`src/rtl/multicycle_controller.sv`:
```
// multicycle_controller
//   Moore FSM controller for a multicycle MIPS-style datapath. Sequences
//   fetch/decode/execute/memory/writeback phases and decodes the ALU
//   operation from the instruction fields.
//
//   Optional feature: define MULTICYCLE_BNE_EN to add bne (opcode 000101),
//   which shares the BRANCH state but takes the branch when zero=0.
//
// Parameters
//   ALUCTRL_W : ALU control width (>=3); upper bits are zero-filled
//   STATE_W   : debug state port width (>=4); state is zero-extended
// Ports
//   clk        : clock, rising edge
//   reset      : asynchronous active-low reset (0 = reset)
//   opcode     : instruction [31:26]
//   funct      : instruction [5:0]
//   zero       : ALU zero flag
//   pcen, memwrite, irwrite, regwrite, alusrca, iord, memtoreg, regdst
//              : datapath enables / selects
//   alusrcb, pcsrc : 2-bit mux selects
//   alucontrol : ALU operation
//   state_dbg  : current FSM state encoding
module multicycle_controller #(
  parameter int ALUCTRL_W = 3,
  parameter int STATE_W   = 4
) (
  input  logic                 clk,
  input  logic                 reset,
  input  logic [5:0]           opcode,
  input  logic [5:0]           funct,
  input  logic                 zero,
  output logic                 pcen,
  output logic                 memwrite,
  output logic                 irwrite,
  output logic                 regwrite,
  output logic                 alusrca,
  output logic                 iord,
  output logic                 memtoreg,
  output logic                 regdst,
  output logic [1:0]           alusrcb,
  output logic [1:0]           pcsrc,
  output logic [ALUCTRL_W-1:0] alucontrol,
  output logic [STATE_W-1:0]   state_dbg
);

  localparam logic [5:0] OP_LW   = 6'b100011;
  localparam logic [5:0] OP_SW   = 6'b101011;
  localparam logic [5:0] OP_R    = 6'b000000;
  localparam logic [5:0] OP_BEQ  = 6'b000100;
  localparam logic [5:0] OP_ADDI = 6'b001000;
  localparam logic [5:0] OP_J    = 6'b000010;
`ifdef MULTICYCLE_BNE_EN
  localparam logic [5:0] OP_BNE  = 6'b000101;
`endif

  typedef enum logic [3:0] {
    FETCH    = 4'd0,
    DECODE   = 4'd1,
    MEMADR   = 4'd2,
    MEMRD    = 4'd3,
    MEMWB    = 4'd4,
    MEMWR    = 4'd5,
    EXECUTE  = 4'd6,
    ALUWB    = 4'd7,
    BRANCH   = 4'd8,
    ADDIEXEC = 4'd9,
    ADDIWB   = 4'd10,
    JUMP     = 4'd11
  } state_t;

  state_t     state_reg, state_next;
  logic       pcwrite, branch, branchn;
  logic [1:0] aluop;
  logic [2:0] aluctl;
  logic       is_bne;

  always_ff @(posedge clk or negedge reset) begin
    if (!reset) state_reg <= FETCH;
    else        state_reg <= state_next;
  end

`ifdef MULTICYCLE_BNE_EN
  // BRANCH is shared by beq and bne; remember which one was decoded so the
  // opcode bus does not need to stay stable into the BRANCH cycle.
  logic bne_reg;
  always_ff @(posedge clk or negedge reset) begin
    if (!reset)                  bne_reg <= 1'b0;
    else if (state_reg == DECODE) bne_reg <= (opcode == OP_BNE);
  end
  assign is_bne = bne_reg;
`else
  assign is_bne = 1'b0;
`endif

  always_comb begin
    state_next = FETCH;
    irwrite    = 1'b0;
    pcwrite    = 1'b0;
    memwrite   = 1'b0;
    regwrite   = 1'b0;
    alusrca    = 1'b0;
    iord       = 1'b0;
    memtoreg   = 1'b0;
    regdst     = 1'b0;
    alusrcb    = 2'b00;
    pcsrc      = 2'b00;
    aluop      = 2'b00;
    branch     = 1'b0;
    branchn    = 1'b0;
    case (state_reg)
      FETCH: begin
        irwrite    = 1'b1;
        pcwrite    = 1'b1;
        alusrcb    = 2'b01;
        state_next = DECODE;
      end
      DECODE: begin
        alusrcb = 2'b11;
        case (opcode)
          OP_LW, OP_SW: state_next = MEMADR;
          OP_R:         state_next = EXECUTE;
          OP_BEQ:       state_next = BRANCH;
          OP_ADDI:      state_next = ADDIEXEC;
          OP_J:         state_next = JUMP;
`ifdef MULTICYCLE_BNE_EN
          OP_BNE:       state_next = BRANCH;
`endif
          default:      state_next = FETCH;  // unknown opcode: no-op
        endcase
      end
      MEMADR: begin
        alusrca = 1'b1;
        alusrcb = 2'b10;
        // Opcode is re-sampled here; if it is neither lw nor sw the
        // instruction is abandoned rather than guessing a memory direction.
        if (opcode == OP_LW)      state_next = MEMRD;
        else if (opcode == OP_SW) state_next = MEMWR;
        else                      state_next = FETCH;
      end
      MEMRD: begin
        iord       = 1'b1;
        state_next = MEMWB;
      end
      MEMWB: begin
        memtoreg = 1'b1;
        regwrite = 1'b1;
      end
      MEMWR: begin
        iord     = 1'b1;
        memwrite = 1'b1;
      end
      EXECUTE: begin
        alusrca    = 1'b1;
        aluop      = 2'b10;
        state_next = ALUWB;
      end
      ALUWB: begin
        regdst   = 1'b1;
        regwrite = 1'b1;
      end
      BRANCH: begin
        alusrca = 1'b1;
        aluop   = 2'b01;
        pcsrc   = 2'b01;
        branch  = ~is_bne;
        branchn = is_bne;
      end
      ADDIEXEC: begin
        alusrca    = 1'b1;
        alusrcb    = 2'b10;
        state_next = ADDIWB;
      end
      ADDIWB: regwrite = 1'b1;
      JUMP: begin
        pcsrc   = 2'b10;
        pcwrite = 1'b1;
      end
      default: state_next = FETCH;  // unused encodings recover to FETCH
    endcase
  end

  always_comb begin
    aluctl = 3'b010;
    case (aluop)
      2'b01: aluctl = 3'b110;
      2'b10: begin
        case (funct)
          6'b100000: aluctl = 3'b010;
          6'b100010: aluctl = 3'b110;
          6'b100100: aluctl = 3'b000;
          6'b100101: aluctl = 3'b001;
          6'b101010: aluctl = 3'b111;
          default:   aluctl = 3'b010;
        endcase
      end
      default: aluctl = 3'b010;
    endcase
  end

  assign pcen       = pcwrite | (branch & zero) | (branchn & ~zero);
  assign alucontrol = ALUCTRL_W'(aluctl);
  assign state_dbg  = STATE_W'(state_reg);

endmodule

```
`config.mk`:
```
export PLATFORM = sky130hd
export DESIGN_NAME = multicycle_controller
export DESIGN_NICKNAME = d
export VERILOG_FILES = /design/src/rtl/multicycle_controller.sv
export SDC_FILE = /design/constraint.sdc
export NUM_CORES = 1
export LEC_CHECK = 0
export ABC_AREA = 1
export CAP_MARGIN = 20
export CORE_UTILIZATION = 35
export CTS_CLUSTER_DIAMETER = 30
export DETAILED_ROUTE_END_ITERATION = 7
export GPL_TIMING_DRIVEN = 0
export HOLD_SLACK_MARGIN = 0.02
export PLACE_DENSITY = 0.78
export SKIP_LAST_GASP = 1
export SLEW_MARGIN = 0
export SYNTH_ARGS = -nofsm -noshare
export SYNTH_HDL_FRONTEND = slang
export SYNTH_SLANG_ARGS = --single-unit
```
`constraint.sdc`:
```
create_clock -name clk -period 2.2 [get_ports clk]
set_clock_uncertainty 0.15 [all_clocks]
set_input_delay 0.44 -clock clk [delete_from_list [all_inputs] [get_ports clk]]
set_output_delay 0.44 -clock clk [all_outputs]
set_load 0.05 [all_outputs]
```
==> results of run 1 <==
[repair_timing]
item | 4_1_cts | 5_1_grt
gates resized for setup | 54 | 13
pin swaps | 2 | 3
setup endpoints to repair | 15 | 7
buffers inserted | 4 | 5
[report_power, final]
group	total, uW	switching, uW	internal, uW
Sequential	118	25.2	92.5
Combinational	658	444	214
Clock	104	42.0	61.8
Total	880	511	369
[per-stage QoR]
step	std cells	utilization (%)	setup WS, ns	area (um^2)	hold slack [ns]
after CTS	154	76.2	-0.214	1030	0.248
after global placement	147	71.5	-0.635	966	0.495
final	159	80.2	-0.107	1080	0.234
after detailed placement	147	71.5	-0.656	966	0.510
after global routing	159	80.2	-0.136	1080	0.258
after floorplan	99	-	-0.202	617	-0.00559
[layout by cell type, fill, tap and decap left out, types with 3 or more instances in the layout]
cell             instances
clkdlybuf4s50_1         18
clkdlybuf4s15_2          3
nand2_1                 12
nor2_1                  19
inv_1                   15
buf_4                    9
nand3_1                 13
nor2_2                   5
clkbuf_4                 4
nand2_4                  4
o21ai_2                  3
inv_2                    5
dfrtp_2                  4
dlygate4sd2_1            4
[worst max-delay path, cell delays in order (launching register included)]
cell and delay (ns):
dfrtp_2 0.43, inv_2 0.09, nand2_4 0.07, nor2_4 0.14, inv_2 0.07, ha_4 0.26, inv_4 0.08, nand2_4 0.05
a21oi_4 0.12, buf_6 0.17
[final timing paths]
path | end | depth (start not counted)
worst max-delay path | alucontrol[0] | 9
worst min-delay path | state_dbg[2] | 1
worst max register to register | state_dbg[1] | 6
worst min register to register | state_dbg[3] | 4
max in group asynchronous | state_dbg[1] | 1
min in group clk | state_dbg[3] | 4
[area by class of cell]
cell class | instances | area, um^2
Clock buffer | 3 | 22.5
Sequential cell | 4 | 105
Multi-Input combinational cell | 73 | 462
Inverter | 22 | 87.6
Tap cell | 15 | 18.8
Fill cell | 96 | 268
Timing Repair Buffer | 42 | 387
[synth_stat cells]
cell and number:
a21oi_1 3, o22ai_1 1, dfrtp_1 4, nand3b_1 1, a21oi_2 1, inv_1 20, inv_2 2, nand2_1 17
nand4_1 2, ha_1 2, nand2_2 1, nand3_1 15, o21ai_0 4, nor2_1 22, nor2_2 4
[cell families after synthesis]
group           after synthesis  synth area share (%)
simple gates                 62                  51.4
buf+inv                      22                  15.6
compound gates                9                  9.43
flops                         4                  18.9
fa+ha+maj                     2                  4.72
[layer usage]
metal	track usage, %	vias to the layer above
met1	29.3	320
met5	0	-
met3	4.89	6
met4	15.0	0
li1	-	401
met2	34.4	40
==> run_results.csv, run 1 <==
group,metric,value,unit
status,status,"complete, but fails checks",
status,violations,"negative setup slack",
die,ios,34,
run,drv_cap,0,
die,dieArea,1680,um^2
timing,drv_slew,0,
setup_path,worstPathArrival,1.72,ns
power,power,880,uW
clocking,cts_buffers,3,
power,ir_drop,0.000471,V
setup_path,end_kind,"output pin",
route,routedLengthMet1,789,um
synthesis,ys_seq_area_share,18.9,%
finish,fin_nets,163,
die,die_width,40.9,um
setup_path,critPathKind,"register to output pin",
synthesis,synth_area_leaders,"dfrtp_1 (19%), nor2_1 (16%), inv_1 (14%)",
synthesis,syn-instance-count,99,
synthesis,synth_seq_cells,4,
power,power_density,813,nW/um^2
global_route,grt_pass1_vias,579,
timing,grt_setup_unrepaired,"yes",
setup_path,reg2reg_from,"state_dbg[1]",
timing,worst_pin_slew,0.505,ns
route,top_layer_used,"met4",
setup_path,worstPathRequired,1.61,ns
placement,port_buffers,33,
route,postRouteWirelength,1780,um
setup_path,crit_start,"state_dbg[1]",
timing,slew_headroom,66.2,%
timing,setup_ws,-0.107,ns
global_route,grtUsageTotal,23.0,%
power,p_leak,0.000537,uW
clocking,cts_hold_buf,0,
finish,num_antenna_cells,0,
setup_path,rrSetupSlack,0.82,ns
timing,hold_violations,0,
clocking,htree_levels,1,
clocking,clk_pin_slew,0.05,ns
clocking,cts.sinks,4,
placement,hpwl,1320,um
timing,max_freq,433,MHz
route,drcViolationCount,0,
die,coreArea,1350,um^2
route,met3_length,107,um
clocking,clockBufferDepth,2,
clocking,cts_tree,"yes",
finish,largest_register_ffs,4,
setup_path,critPathMaxFanout,5,
global_route,grt-ovfl-total,0,
synthesis,ys_types,15,
timing,fin_setup_tns,-0.117,ns
finish,syn_to_final_growth,104,%
route,ant_nets,0,
route,drt-initial-drc-count,10,
clocking,insertion_delay,0.26,ns
timing,finalSetupViolCount,2,
synthesis,postSynthAreaPerCell,5.36,um^2
die,rows,13,
timing,period_share,105,%
global_route,grt_pass1_wl,2420,um
finish,drive_gt1_share,38.2,%
route,via_per_inst,4.82,
route,dr_wl_met2,838,um
worst_hold_path,hold_path.class,"input pin to async pin",
synthesis,synth_top_area_share,18.9,%
die,initial_core_util,39.3,%
synthesis,yosys.area.top_type,"dfrtp_1",
synthesis,synth.net_count,116,
global_route,antenna_found_initial,0,
global_route,grt_max_degree,7,
placement,globalplace.congestion,0.796,
route,post_drt_wl_per_cell,11.2,um
synthesis,ys.warnings.count,0,
route,num_vias,767,
die,die_h,40.9,um
timing,min_period,2.31,ns
setup_path,startpoint_type,"register",
route,dr.pass1.iters,4,
synthesis,synthesis.area,531,um^2
clocking,root_buffer,"clkbuf_4",
(Power assumes the default switching activity.)
==> inputs of run 2 (changes only) <==
Settings changed: ABC_CLOCK_PERIOD_IN_PS set to 2200, SKIP_CTS_REPAIR_TIMING set to 1.
==> run_results.csv, run 2 (synthesized netlist as in run 1, its figures left out) <==
group,metric,value,unit
finish,fin_nets,157,
setup_path,reg2reg_from,"state_dbg[3]",
status,status,"complete, but fails checks",
die,die_h,40.9,um
route,drcViolationCount,0,
setup_path,end_kind,"output pin",
timing,grt_setup_unrepaired,"yes",
finish,num_antenna_cells,0,
setup_path,cp_slowest_cell,"dfrtp_2",
timing,slew_headroom,66.2,%
setup_path,critical_path.top_delay_family,"buffers and inverters",
global_route,grtUsageTotal,22.1,%
setup_path,critPathKind,"register to output pin",
global_route,grt_max_degree,7,
finish,ff_latch_area,105,um^2
clocking,cts_tree,"yes",
route,post_drt_wl_per_cell,11.0,um
clocking,clockBufferDepth,2,
setup_path,crit_path_cell_trace,"inv_1, nand2_2, nor2_4, inv_2, ha_4, inv_2, nand2_2, a21oi_4, clkbuf_2",
setup_path,max_stage_delay,0.43,ns
global_route,grt_pass1_vias,539,
die,dieArea,1680,um^2
setup_path,crit_start,"state_dbg[2]",
global_route,grt-ovfl-total,0,
timing,setup_ws,-0.232,ns
route,via_per_inst,5.00,
timing,min_period,2.43,ns
route,dr.pass1.iters,4,
die,die_width,40.9,um
timing,hold_violations,0,
die,initial_core_util,39.3,%
placement,place_ws,-0.656,ns
finish,mostFrequentLayoutCell,"nor2_1",
finish,largest_register_ffs,4,
timing,fin_setup_tns,-0.263,ns
setup_path,rr_worst_depth,5,
power,ir_drop,0.000500,V
finish,nFillCells,106,
clocking,htree_levels,1,
timing,finalSetupViolCount,3,
route,num_vias,765,
placement,placed_cell_area,966,um^2
power,power_density,804,nW/um^2
placement,port_buffers,33,
timing,max_freq,411,MHz
setup_path,worstPathRequired,1.61,ns
clocking,cts_buffers,3,
finish,layout_common_cells,"nor2_1 (19), clkdlybuf4s50_1 (18), inv_1 (16)",
global_route,antenna_found_initial,0,
setup_path,critPathMaxFanout,5,
placement,globalplace.congestion,0.796,
finish,multiInputGateArea,447,um^2
power,power,826,uW
clocking,cts.sinks,4,
die,ios,34,
setup_path,worstPathArrival,1.84,ns
power,p_leak,0.000592,uW
die,coreArea,1350,um^2
clocking,insertion_delay,0.26,ns
timing,drv_slew,0,
global_route,grt_pass1_wl,2290,um
finish,fin_util,76.2,%
clocking,root_buffer,"clkbuf_4",
setup_path,path_buf_inv,4,
timing,period_share,111,%
finish,drive_gt1_share,32.6,%
setup_path,startpoint_type,"register",
route,ant_nets,0,
finish,fin_area,1030,um^2
route,postRouteWirelength,1680,um
route,drt-initial-drc-count,7,
die,rows,13,
setup_path,cp.depth,9,
worst_hold_path,hold_path.class,"input pin to async pin",
finish,syn_to_final_growth,93.9,%
status,violations,"negative setup slack",
clocking,clk_pin_slew,0.05,ns
run,drv_cap,0,
placement,hpwl,1320,um
timing,worst_pin_slew,0.507,ns
## run 2: per-layer routing
metal	up-vias	part of all wire (%)	global-route usage [%]
li1	389	-	-
met1	331	43	28.3
met2	41	49	32.4
met3	4	6.2	4.89
met4	0	2.0	15.0
met5	-	0	0
## run 2: worst register-to-register path, cell delays in order (launching register included)
cell,delay [ns]
dfrtp_2,0.43
nor2_1,0.16
inv_2,0.10
nor2_2,0.14
nand4_1,0.12
nand3_1,0.12
## run 2: final cells by class
cell class	count	share of cell area [%]
Multi-Input combinational cell	73	43.4
Inverter	22	8.27
Clock buffer	3	2.19
Timing Repair Buffer	36	34.1
Sequential cell	4	10.2
Tap cell	15	1.82
## run 2: path summary, 6_finish.rpt
check                                end  slack, ns
setup / recovery           alucontrol[0]      -0.23
hold / removal              state_dbg[2]       0.24
setup reg to reg            state_dbg[2]       0.90
hold reg to reg             state_dbg[3]       0.61
max in group asynchronous   state_dbg[1]       1.46
min in group clk            state_dbg[3]       0.61
## run 2: through the flow
step                      hold slack (ns)  std cells
after floorplan                  -0.00559         99
after global placement              0.495        147
after detailed placement            0.510        147
after CTS                           0.248        150
after global routing                0.259        153
final                               0.238        153
## run 2: report_power, final
group          switching (uW)  total, uW  internal (uW)
clock                    40.2        102           61.7
combinational             436        606            170
sequential               25.9        118           92.6
